$ cat config.mk
export PLATFORM = sky130hd
export DESIGN_NAME = pll_drp_sequencer
export DESIGN_NICKNAME = d
export VERILOG_FILES = /design/src/rtl/pll_drp_sequencer.sv
export SDC_FILE = /design/constraint.sdc
export NUM_CORES = 1
export LEC_CHECK = 0
export ABC_AREA = 0
export BUFFER_PORTS_ARGS = -buffer_cell sky130_fd_sc_hd__buf_4
export CAP_MARGIN = 20
export CORE_MARGIN = 1
export CORE_UTILIZATION = 41
export DETAILED_ROUTE_END_ITERATION = 7
export PLACE_DENSITY_LB_ADDON = 0.12
export SLEW_MARGIN = 20
export SYNTH_ARGS = -nofsm -noshare
export SYNTH_HDL_FRONTEND = slang
export SYNTH_SLANG_ARGS = --single-unit
export TNS_END_PERCENT = 10
$ cat constraint.sdc
create_clock -name DCLK -period 1.8 [get_ports DCLK]
set_clock_uncertainty 0.1 [all_clocks]
set_input_delay 0.54 -clock DCLK [delete_from_list [all_inputs] [get_ports DCLK]]
set_output_delay 0.54 -clock DCLK [all_outputs]
set_load 0.02 [all_outputs]
$ cat src/rtl/pll_drp_sequencer.sv
// PLL DRP reconfiguration sequencer: holds the PLL in reset, read-modify-writes one of
// two register tables over DRP, then waits for LOCKED. Optional macro PLL_DRP_TIMEOUT_EN bounds every wait.
module pll_drp_sequencer #(
  parameter int unsigned               NUM_ENTRIES = 4,
  parameter logic [NUM_ENTRIES*39-1:0] TABLE0      = '0,
  parameter logic [NUM_ENTRIES*39-1:0] TABLE1      = '0,
  parameter int unsigned               TIMEOUT     = 1024
) (
  input  logic        DCLK,
  input  logic        RST,
  input  logic        SEN,
  input  logic        SADDR,
  output logic        SRDY,
  output logic        BUSY,
  output logic        ERR,
  output logic [6:0]  DADDR,
  output logic        DEN,
  output logic        DWE,
  output logic [15:0] DI,
  input  logic [15:0] DO,
  input  logic        DRDY,
  input  logic        LOCKED,
  output logic        PLL_RST
);

  typedef enum logic [3:0] {
    IDLE, ASSERT_RST, RD_ISSUE, RD_WAIT, MODIFY, WR_ISSUE, WR_WAIT, NEXT, WAIT_LOCK, DONE
  } state_t;

  // Tables padded to the full 3-bit index range so every index selects in bounds.
  localparam logic [8*39-1:0] TAB0     = (8*39)'(TABLE0);
  localparam logic [8*39-1:0] TAB1     = (8*39)'(TABLE1);
  localparam logic [2:0]      LAST_IDX = 3'(NUM_ENTRIES - 1);

  state_t      state_q, state_d;
  logic [2:0]  idx_q, idx_d;
  logic        sel_q, sel_d;
  logic [15:0] rdata_q, rdata_d;
  logic [6:0]  daddr_q, daddr_d;
  logic        den_q, den_d;
  logic        dwe_q, dwe_d;
  logic [15:0] di_q, di_d;
  logic        pllrst_q, pllrst_d;
  logic        srdy_q, srdy_d;
  logic        busy_q, busy_d;
  logic        err_q, err_d;

  logic [8:0]  off;
  logic [38:0] entry;
  logic [6:0]  ent_addr;
  logic [15:0] ent_mask;
  logic [15:0] ent_data;
  logic        timeout_hit;

  always_comb begin
    off   = 9'(idx_q) * 9'd39;
    entry = sel_q ? TAB1[off +: 39] : TAB0[off +: 39];
  end
  assign {ent_addr, ent_mask, ent_data} = entry;

`ifdef PLL_DRP_TIMEOUT_EN
  logic [31:0] cnt_q, cnt_d;

  assign timeout_hit = (cnt_q == TIMEOUT - 1);

  // Clears on entry to a wait state, counts while staying in it.
  always_comb begin
    cnt_d = cnt_q;
    if (state_d inside {RD_WAIT, WR_WAIT, WAIT_LOCK})
      cnt_d = (state_d == state_q) ? cnt_q + 32'd1 : '0;
  end

  always_ff @(posedge DCLK or posedge RST) begin
    if (RST) cnt_q <= '0;
    else     cnt_q <= cnt_d;
  end
`else
  logic unused_timeout;
  assign unused_timeout = ^TIMEOUT;
  assign timeout_hit    = 1'b0;
`endif

  always_comb begin
    state_d  = state_q;
    idx_d    = idx_q;
    sel_d    = sel_q;
    rdata_d  = rdata_q;
    daddr_d  = daddr_q;
    den_d    = 1'b0;
    dwe_d    = 1'b0;
    di_d     = di_q;
    pllrst_d = pllrst_q;
    err_d    = err_q;
    busy_d   = !(state_q inside {IDLE, DONE});

    unique case (state_q)
      IDLE: if (SEN) begin
        sel_d   = SADDR;
        err_d   = 1'b0;
        idx_d   = '0;
        state_d = ASSERT_RST;
      end
      ASSERT_RST: begin
        pllrst_d = 1'b1;
        state_d  = RD_ISSUE;
      end
      RD_ISSUE: begin
        daddr_d = ent_addr;
        den_d   = 1'b1;
        state_d = RD_WAIT;
      end
      RD_WAIT: begin
        if (DRDY) begin
          rdata_d = DO;
          state_d = MODIFY;
        end else if (timeout_hit) begin
          err_d    = 1'b1;
          pllrst_d = 1'b0;
          state_d  = DONE;
        end
      end
      MODIFY: begin
        di_d    = (rdata_q & ent_mask) | (ent_data & ~ent_mask);
        state_d = WR_ISSUE;
      end
      WR_ISSUE: begin
        daddr_d = ent_addr;
        den_d   = 1'b1;
        dwe_d   = 1'b1;
        state_d = WR_WAIT;
      end
      WR_WAIT: begin
        if (DRDY) state_d = NEXT;
        else if (timeout_hit) begin
          err_d    = 1'b1;
          pllrst_d = 1'b0;
          state_d  = DONE;
        end
      end
      NEXT: begin
        if (idx_q == LAST_IDX) begin
          pllrst_d = 1'b0;
          state_d  = WAIT_LOCK;
        end else begin
          idx_d   = idx_q + 3'd1;
          state_d = RD_ISSUE;
        end
      end
      WAIT_LOCK: begin
        if (LOCKED) state_d = DONE;
        else if (timeout_hit) begin
          err_d    = 1'b1;
          pllrst_d = 1'b0;
          state_d  = DONE;
        end
      end
      DONE:    state_d = IDLE;
      default: state_d = IDLE;
    endcase

    srdy_d = (state_d == DONE);
  end

  always_ff @(posedge DCLK or posedge RST) begin
    if (RST) begin
      state_q  <= IDLE;
      idx_q    <= '0;
      sel_q    <= 1'b0;
      rdata_q  <= '0;
      daddr_q  <= '0;
      den_q    <= 1'b0;
      dwe_q    <= 1'b0;
      di_q     <= '0;
      pllrst_q <= 1'b0;
      srdy_q   <= 1'b0;
      busy_q   <= 1'b0;
      err_q    <= 1'b0;
    end else begin
      state_q  <= state_d;
      idx_q    <= idx_d;
      sel_q    <= sel_d;
      rdata_q  <= rdata_d;
      daddr_q  <= daddr_d;
      den_q    <= den_d;
      dwe_q    <= dwe_d;
      di_q     <= di_d;
      pllrst_q <= pllrst_d;
      srdy_q   <= srdy_d;
      busy_q   <= busy_d;
      err_q    <= err_d;
    end
  end

  assign DADDR   = daddr_q;
  assign DEN     = den_q;
  assign DWE     = dwe_q;
  assign DI      = di_q;
  assign PLL_RST = pllrst_q;
  assign SRDY    = srdy_q;
  assign BUSY    = busy_q;
  assign ERR     = err_q;

endmodule
## Yosys cells after proc, flatten, opt, wreduce, memory -nomap -nowiden

Index checks and enable logic that the tools add are counted.
W data, S select, Z words.

| cells by class | value |
|---|---|
| add/subtract/negate cells | 1 |
| $mul | 1 |
| eq/ne operators | 14 |
| shift operators | 1 |
| mux-type cells | 13 |
| bitwise operators | 4 |
| reduce and logical (&&, ||, !) cells | 9 |

Operator list:

| cell | count |
|---|---|
| $shiftx A312 B10 Y39 const A | 1 |
| $pmux W4 S9 | 1 |
| $and A16 B16 Y16 | 2 |
| $mux W4 | 5 |
| $eq A4 B3 Y1 const B | 4 |
| $not A16 Y16 | 1 |
| $or A16 B16 Y16 | 1 |
| $eq A4 B4 Y1 const B | 3 |
| $mul A3 B6 Y9 const B | 1 |
| $eq A4 B2 Y1 const B | 2 |
| $mux W3 | 2 |
| $ne A2 B2 Y1 const B | 3 |
| $pmux W3 S2 | 1 |
| $reduce_bool A2 Y1 | 3 |
| $eq A4 B1 Y1 const B | 1 |
| $logic_not A4 Y1 | 1 |
| $reduce_and A2 Y1 | 2 |
| $add A3 B1 Y3 const B | 1 |
| $eq A3 B2 Y1 const B | 1 |
| $mux W1 | 3 |
| $reduce_and A3 Y1 | 1 |
| $pmux W1 S2 | 1 |
| $reduce_or A2 Y1 | 1 |
| $logic_not A1 Y1 | 1 |

| word-level totals | value |
|---|---|
| register bits | 51 |
| output and inout bits | 29 |

## Longest topological paths before layout

Gate-level depths: netlist (run 1).

| depth | value |
|---|---|
| depth after elaboration | 5 |
| gate-level depth with buffers | 5 |
| mapped depth without buffers | 5 |

## Worst setup path after synthesis (run 1)

OpenSTA, ideal clock, no wires.

| timing path | value |
|---|---|
| path type | input -> register |
| start | input port SEN |
| end | register idx_q[1] |
| setup time | 129 ps |
| arrival time | 1,241 ps |
| data required time | 1,571 ps |
| slack | 330 ps |
| cell stages on the path | 3 |
| path through | or4b_1 > a21oi_2 > o22ai_1 |

| between the ends | value |
|---|---|
| longest elaborated chain between the ends | 2 |

RTL lines:

| what | line | RTL |
|---|---|---|
| start: declaration | 11 | `input logic SEN,` |
| $ne A2 B2 Y1 (no source line) | n/a |  |
| $reduce_and A3 Y1 (no source line) | n/a |  |
| end signal: assignment | 180 | `idx_q <= idx_d;` |
| end: declaration | 36 | `logic [2:0] idx_q, idx_d;` |

Every way passes these cells.
A chain may end at the register's enable or synchronous reset.

## Final worst setup path (run 1)

| timing path | value |
|---|---|
| start | register idx_q[0] |
| end | register idx_q[0] |

| between the ends | value |
|---|---|
| longest elaborated chain between the ends | 3 |

RTL lines:

| what | line |
|---|---|
| $add A3 B1 Y3 or $eq A3 B2 Y1 (tied branches) | 145, 141 |
| $mux W3 or $ne A2 B2 Y1 (tied branches) | n/a |
| $pmux W3 S2 or $reduce_and A3 Y1 (tied branches) | n/a |

Parallel ways exist; a longest one is shown, timed or not. The select of a mux whose other input is x is not followed.

==> impl_metrics.env, run 1 <==
export IMPL_hpwl_um=838
export IMPL_place_congestion=0.6629
export IMPL_synthesis_area_um2=788.3
export IMPL_cp_start_kind="flop"
export IMPL_drt_first_pass_iters=4
export IMPL_status="finished, final reports clean"
export IMPL_dieWidth_um=45.85
export IMPL_p_int_mw=0.7306
export IMPL_hold_viol_final=0
export IMPL_ant_nets=0
export IMPL_seq_area_frac_synth_pct=38.10
export IMPL_rrSetupSlack_ns=0.26
export IMPL_regToRegEndpoint="idx_q[0]$_DFFE_PP0P_"
export IMPL_cts_buffers=3
export IMPL_timing_max_cap_violations=0
export IMPL_grt_use_met3_pct=7.143
export IMPL_synth_top_area_cell="dfrtp_1"
export IMPL_reg2regPathDepth=5
export IMPL_setup_violations=0
export IMPL_rsz0062_at_grt="false"
export IMPL_place_area_um2=798.3
export IMPL_cts_tree="built"
export IMPL_fin_crit_ns=1.543
export IMPL_grt_pass1_wl_um=1890
export IMPL_clk_pin_slew_worst_paths_ns=0.08
export IMPL_busiest_layer="met2"
export IMPL_first_global_vias=409
export IMPL_clock_sinks=12
export IMPL_post_cts_buffers=0
export IMPL_clk_latency_ns=0.28
export IMPL_drt_total_wl_um=1219
export IMPL_diodes=0
export IMPL_cts_resized_gates=0
export IMPL_nets=123
export IMPL_criticalPathCategory="reg2reg"
export IMPL_critPathMostFrequentCell="ha_1"
export IMPL_drc_errors=0
export IMPL_ys_warn_count=0
export IMPL_required_ns=1.86
export IMPL_power_switching_mw=0.4933
export IMPL_rows=15
export IMPL_core_area_um2=1764
export IMPL_p_seq_share_pct=34.1
export IMPL_grtUsageTotal_pct=13.91
export IMPL_cts_buffer_depth=2
export IMPL_cp_slowest_stage_delay_ns=0.40
export IMPL_end_kind="flop"
export IMPL_htree_levels=1
export IMPL_synth_seq_cells=12
export IMPL_path_buf_inv=0
export IMPL_dp_cells=118
export IMPL_netlist_top_cells_area="dfrtp_1 38%, buf_4 23%, ha_1 4.8%"
export IMPL_pwr_share_clk_pct=18.1
export IMPL_netlist_instances=86
export IMPL_use_met1_pct=16.34
export IMPL_crit_path_max_fanout=3
export IMPL_fmax_ghz=0.6481
export IMPL_setup_tns_ns=0
export IMPL_layout_drive_gt1_share_pct=17.53
export IMPL_worst_ir_drop_vdd_uv=762.3
export IMPL_hold_ws_ns=0.1727
export IMPL_io_pins=51
export IMPL_leakagePower_nw=0.4318
export IMPL_crit_path_top_delay_cell="dfrtp_1"
export IMPL_die_area_um2=2102
export IMPL_first_iter_violations=8
export IMPL_switching_share_pct=40.31
export IMPL_vias=529
export IMPL_numPortBuffers=9
export IMPL_instances_no_fill=122
export IMPL_wl_per_cell_um=9.992
export IMPL_start_util_pct=44.68
export IMPL_synth_top_area_share_pct=38.10
export IMPL_grt_use_met2_pct=20.56
export IMPL_dieHeight_um=45.85
export IMPL_post_route_period_util_pct=85.72
export IMPL_cts_hold_buffers=0
export IMPL_final_area_um2=834.6
export IMPL_grt_start_max_net_pins=15
export IMPL_report_final_slew_viol_count=0
export IMPL_synth_distinct_cells=24
export IMPL_path_cells="ha_1 -> ha_1 -> nand4b_1 -> a21oi_2 -> mux2i_1"
export IMPL_antenna_found_initial=0
export IMPL_r2r_start="idx_q[0]$_DFFE_PP0P_"
export IMPL_cts_root_buf="clkbuf_4"
export IMPL_vias_per_cell=4.336
export IMPL_comb_power_share_pct=47.8
export IMPL_grt_ovfl_total=0
export IMPL_area_growth_pct=5.873
export IMPL_arrival_ns=1.60
export IMPL_power_density_nw_per_um2=1467
export IMPL_crit_cells=5
export IMPL_hold_path_class="in2async"
export IMPL_path_delay_family="adder cells"
export IMPL_finalPower_mw=1.224
export IMPL_avgSynthCellArea_um2=9.166
flip-flops by register name, indices dropped and copies added (netlist names):
register / flops
BUSY: 1
DEN: 1
DWE: 1
PLL_RST: 1
SRDY: 1
idx_q: 3
state_q: 4
area by class of cell:
class	count	area [um2]
Fill cell	187	929.6
Multi-Input combinational cell	64	357.8
Sequential cell	12	300.3
Timing Repair Buffer	12	90.09
Clock buffer	4	36.28
Tap cell	25	31.28
Inverter	5	18.77
stage by stage:
step	setup slack, ns	utilization (%)
after detailed placement	0.1591	45.25
after floorplan	0.3304	-
after global routing	0.1745	47.31
after global placement	0.1602	45.25
final	0.2571	47.31
after CTS	0.2452	47.31
cells in the final DEF (no fill, tap or decap):
| cell type | count |
|---|---|
| nand4b_1 | 4 |
| a21oi_1 | 3 |
| a21o_1 | 1 |
| and3_1 | 1 |
| nand2b_1 | 2 |
| or3_1 | 1 |
| ha_1 | 3 |
| dfrtp_1 | 12 |
| conb_1 | 24 |
| inv_1 | 5 |
| o22ai_1 | 2 |
| o22a_1 | 1 |
| a21oi_2 | 1 |
| nor2b_1 | 1 |
| buf_4 | 12 |
| clkbuf_4 | 3 |
| o21ai_0 | 1 |
| nor2_1 | 5 |
| nor3_1 | 4 |
| or4b_1 | 1 |
| clkbuf_8 | 1 |
| nand2_1 | 5 |
| mux2i_1 | 3 |
| xor2_1 | 1 |
cell families (layout without fill, tap and decap cells):
| kind of cell | count (synthesis) | after routing | share of synthesized area [%] |
|---|---|---|---|
| buffers and inverters | 33 | 21 | 27.46 |
| AND/OR/NAND/NOR | 24 | 24 | 16.99 |
| flip-flops | 12 | 12 | 38.10 |
| AO/OA/AOI/OAI | 9 | 9 | 7.301 |
| adder cells (fa/ha/maj) | 3 | 3 | 4.762 |
| multiplexers | 3 | 3 | 3.810 |
| other | 1 | 24 | 0.4757 |
| XOR/XNOR | 1 | 1 | 1.111 |
cell usage after synthesis, drive strengths merged:
master	count
o21ai	1
nand2b	2
buf	26
ha	3
xor2	1
clkbuf	2
nor2b	1
dfrtp	12
and3	1
nor3	4
or3	1
mux2i	3
or4b	1
nand2	5
a21o	1
o22a	1
nand4b	4
conb	1
inv	5
a21oi	4
nor2	5
o22ai	2
per-layer routing:
layer	wire, um	share of wire [%]	up-vias
li1	-	-	257
met1	516	42	247
met2	593	49	21
met3	86	7.1	4
met4	23	1.9	0
met5	0	0	-
power groups by stage:
stage | sequential (mW) | combinational [mW] | clock (mW)
after floorplan | 0.461 | 0.430 | 0
after global placement | 0.419 | 0.574 | 0
after detailed placement | 0.422 | 0.586 | 0
after CTS | 0.417 | 0.587 | 0.226
after global routing | 0.428 | 0.660 | 0.243
final | 0.417 | 0.586 | 0.221
worst max-delay path by stage:
stage | from | endpoint | slack (ns)
finish | idx_q[0]$_DFFE_PP0P_ | idx_q[0]$_DFFE_PP0P_ | 0.26
global route | idx_q[0]$_DFFE_PP0P_ | idx_q[0]$_DFFE_PP0P_ | 0.17
CTS | idx_q[0]$_DFFE_PP0P_ | idx_q[0]$_DFFE_PP0P_ | 0.25
detailed placement | SEN | idx_q[0]$_DFFE_PP0P_ | 0.16
global placement | SEN | idx_q[2]$_DFFE_PP0P_ | 0.16
floorplan | SEN | idx_q[1]$_DFFE_PP0P_ | 0.33
No activity file was read; power rests on OpenSTA's default activity.
==> inputs of run 2 (changes only) <==
CORE_UTILIZATION = 40   (was 41)
==> run 2 against run 1 <==
Worst hold slack improved by 0.012 ns. Combinational power barely moved. Clock power fell by 27%. Largest cell class unchanged.
==> impl_metrics.env, run 2 (same netlist as run 1, synthesis figures left out) <==
export IMPL_arrival_ns=1.56
export IMPL_fin_crit_ns=1.507
export IMPL_mostFrequentLayoutCell="conb_1"
export IMPL_post_route_period_util_pct=83.70
export IMPL_setup_violations=0
export IMPL_vias=514
export IMPL_cts_tree="built"
export IMPL_final_cell_mix="24 x conb_1, 12 x dfrtp_1, 12 x buf_4"
export IMPL_die_area_um2=2152
export IMPL_worst_slack_ns=0.2934
export IMPL_hpwl_um=834.9
export IMPL_final_area_um2=820.8
export IMPL_critPathMostFrequentCell="ha_1"
export IMPL_cts_buffers=3
export IMPL_path_cells="ha_1 -> ha_1 -> nand4b_1 -> a21oi_2 -> o22ai_1"
export IMPL_drc_errors=0
export IMPL_place_area_um2=798.3
export IMPL_fillers=190
export IMPL_leakagePower_nw=0.4246
export IMPL_io_pins=51
export IMPL_setup_tns_ns=0
export IMPL_status="finished, final reports clean"
export IMPL_htree_levels=1
export IMPL_hold_viol_final=0
export IMPL_drt_first_pass_iters=4
export IMPL_rows=15
export IMPL_vias_per_cell=4.248
export IMPL_hold_path_class="in2async"
export IMPL_pre_cts_slack_ns=0.1655
export IMPL_core_area_um2=1783
export IMPL_layout_drive_gt1_share_pct=16.67
export IMPL_fmax_ghz=0.6637
export IMPL_nets=123
export IMPL_area_growth_pct=4.127
export IMPL_start_util_pct=44.21
export IMPL_antenna_found_initial=0
export IMPL_cts_root_buf="clkbuf_4"
export IMPL_grtUsageTotal_pct=12.13
export IMPL_cts_buffer_depth=2
export IMPL_dieHeight_um=46.39
export IMPL_largest_registers="state_q x4, idx_q x3"
export IMPL_dieWidth_um=46.39
export IMPL_diodes=0
export IMPL_largest_register_ff_count=4
export IMPL_post_cts_buffers=0
export IMPL_regMostFlops="state_q"
export IMPL_ant_nets=0
export IMPL_grt_ovfl_total=0
export IMPL_worst_ir_drop_vdd_uv=675.2
export IMPL_rsz0062_at_grt="false"
export IMPL_crit_path_top_delay_cell="dfrtp_1"
export IMPL_numPortBuffers=9
export IMPL_multi_input_area_um2=357.8
export IMPL_cp_slowest_stage_delay_ns=0.40
export IMPL_crit_path_max_fanout=3
export IMPL_first_iter_violations=8
export IMPL_required_ns=1.85
export IMPL_cts_resized_gates=0
export IMPL_regArea_um2=300.3
export IMPL_grt_pass1_wl_um=1800
export IMPL_clock_sinks=12
export IMPL_clk_latency_ns=0.27
export IMPL_report_final_slew_viol_count=0
export IMPL_first_global_vias=404
export IMPL_place_congestion=0.6777
export IMPL_power_density_nw_per_um2=1412
export IMPL_criticalPathCategory="reg2reg"
export IMPL_grt_start_max_net_pins=15
export IMPL_cp_start_kind="flop"
export IMPL_wl_per_cell_um=9.711
export IMPL_end_kind="flop"
export IMPL_timing_max_cap_violations=0
export IMPL_clk_pin_slew_worst_paths_ns=0.07
export IMPL_drt_total_wl_um=1175
export IMPL_cts_hold_buffers=0
==> run 2: layout make-up <==
class / count / share of cell area (%)
inverter: 5 / 2.287
sequential: 12 / 36.59
timing repair buffer: 12 / 10.98
tap: 25 / 3.811
multi-input combinational: 64 / 43.60
clock buffer: 3 / 2.744
==> run 2: path summary, 6_finish.rpt <==
kind                                 startpoint                   end  slack [ns]  cells past startpoint
setup / recovery           idx_q[0]$_DFFE_PP0P_  idx_q[2]$_DFFE_PP0P_        0.29                      5
hold / removal                              RST  state_q[1]$_DFF_PP0_        0.18                      2
setup reg to reg           idx_q[0]$_DFFE_PP0P_  idx_q[2]$_DFFE_PP0P_        0.29                      5
hold reg to reg            idx_q[0]$_DFFE_PP0P_  idx_q[0]$_DFFE_PP0P_        0.38                      1
max in group asynchronous                   RST        SRDY$_DFF_PP0_        1.09                      2
min in group DCLK          idx_q[0]$_DFFE_PP0P_  idx_q[0]$_DFFE_PP0P_        0.38                      1
==> run 2: power breakdown <==
part | switching (mW) | total [mW] | internal (mW)
combinational | 0.342 | 0.583 | 0.241
clock | 0.0836 | 0.161 | 0.0773
sequential | 0.0488 | 0.415 | 0.367
==> run 2: through the flow <==
step | total power [mW] | cells | hold WS, ns | util (%)
6_report | 1.159 | 121 | 0.1845 | 46.04
5_1_grt | 1.265 | 121 | 0.2313 | 46.04
4_1_cts | 1.173 | 121 | 0.1988 | 46.04
3_5_place_dp | 1.005 | 118 | 0.3767 | 44.77
3_3_place_gp | 0.9970 | 118 | 0.3763 | 44.77
2_1_floorplan | 0.8911 | 109 | 0.3047 | -
==> run 2: critical path: cells and delay by family, from the launching register on <==
family,cells,cell delay [ns]
fa+ha+maj,2,0.41
flops,1,0.40
simple gates,1,0.18
compound gates,2,0.30
==> run 2: per-layer routing <==
layer	part of all wire, %	GRT usage [%]	vias to the layer above
met3	5.8	5.882	0
li1	-	-	253
met4	0	1.765	0
met1	47	15.83	241
met2	47	18.33	20
met5	0	0	-
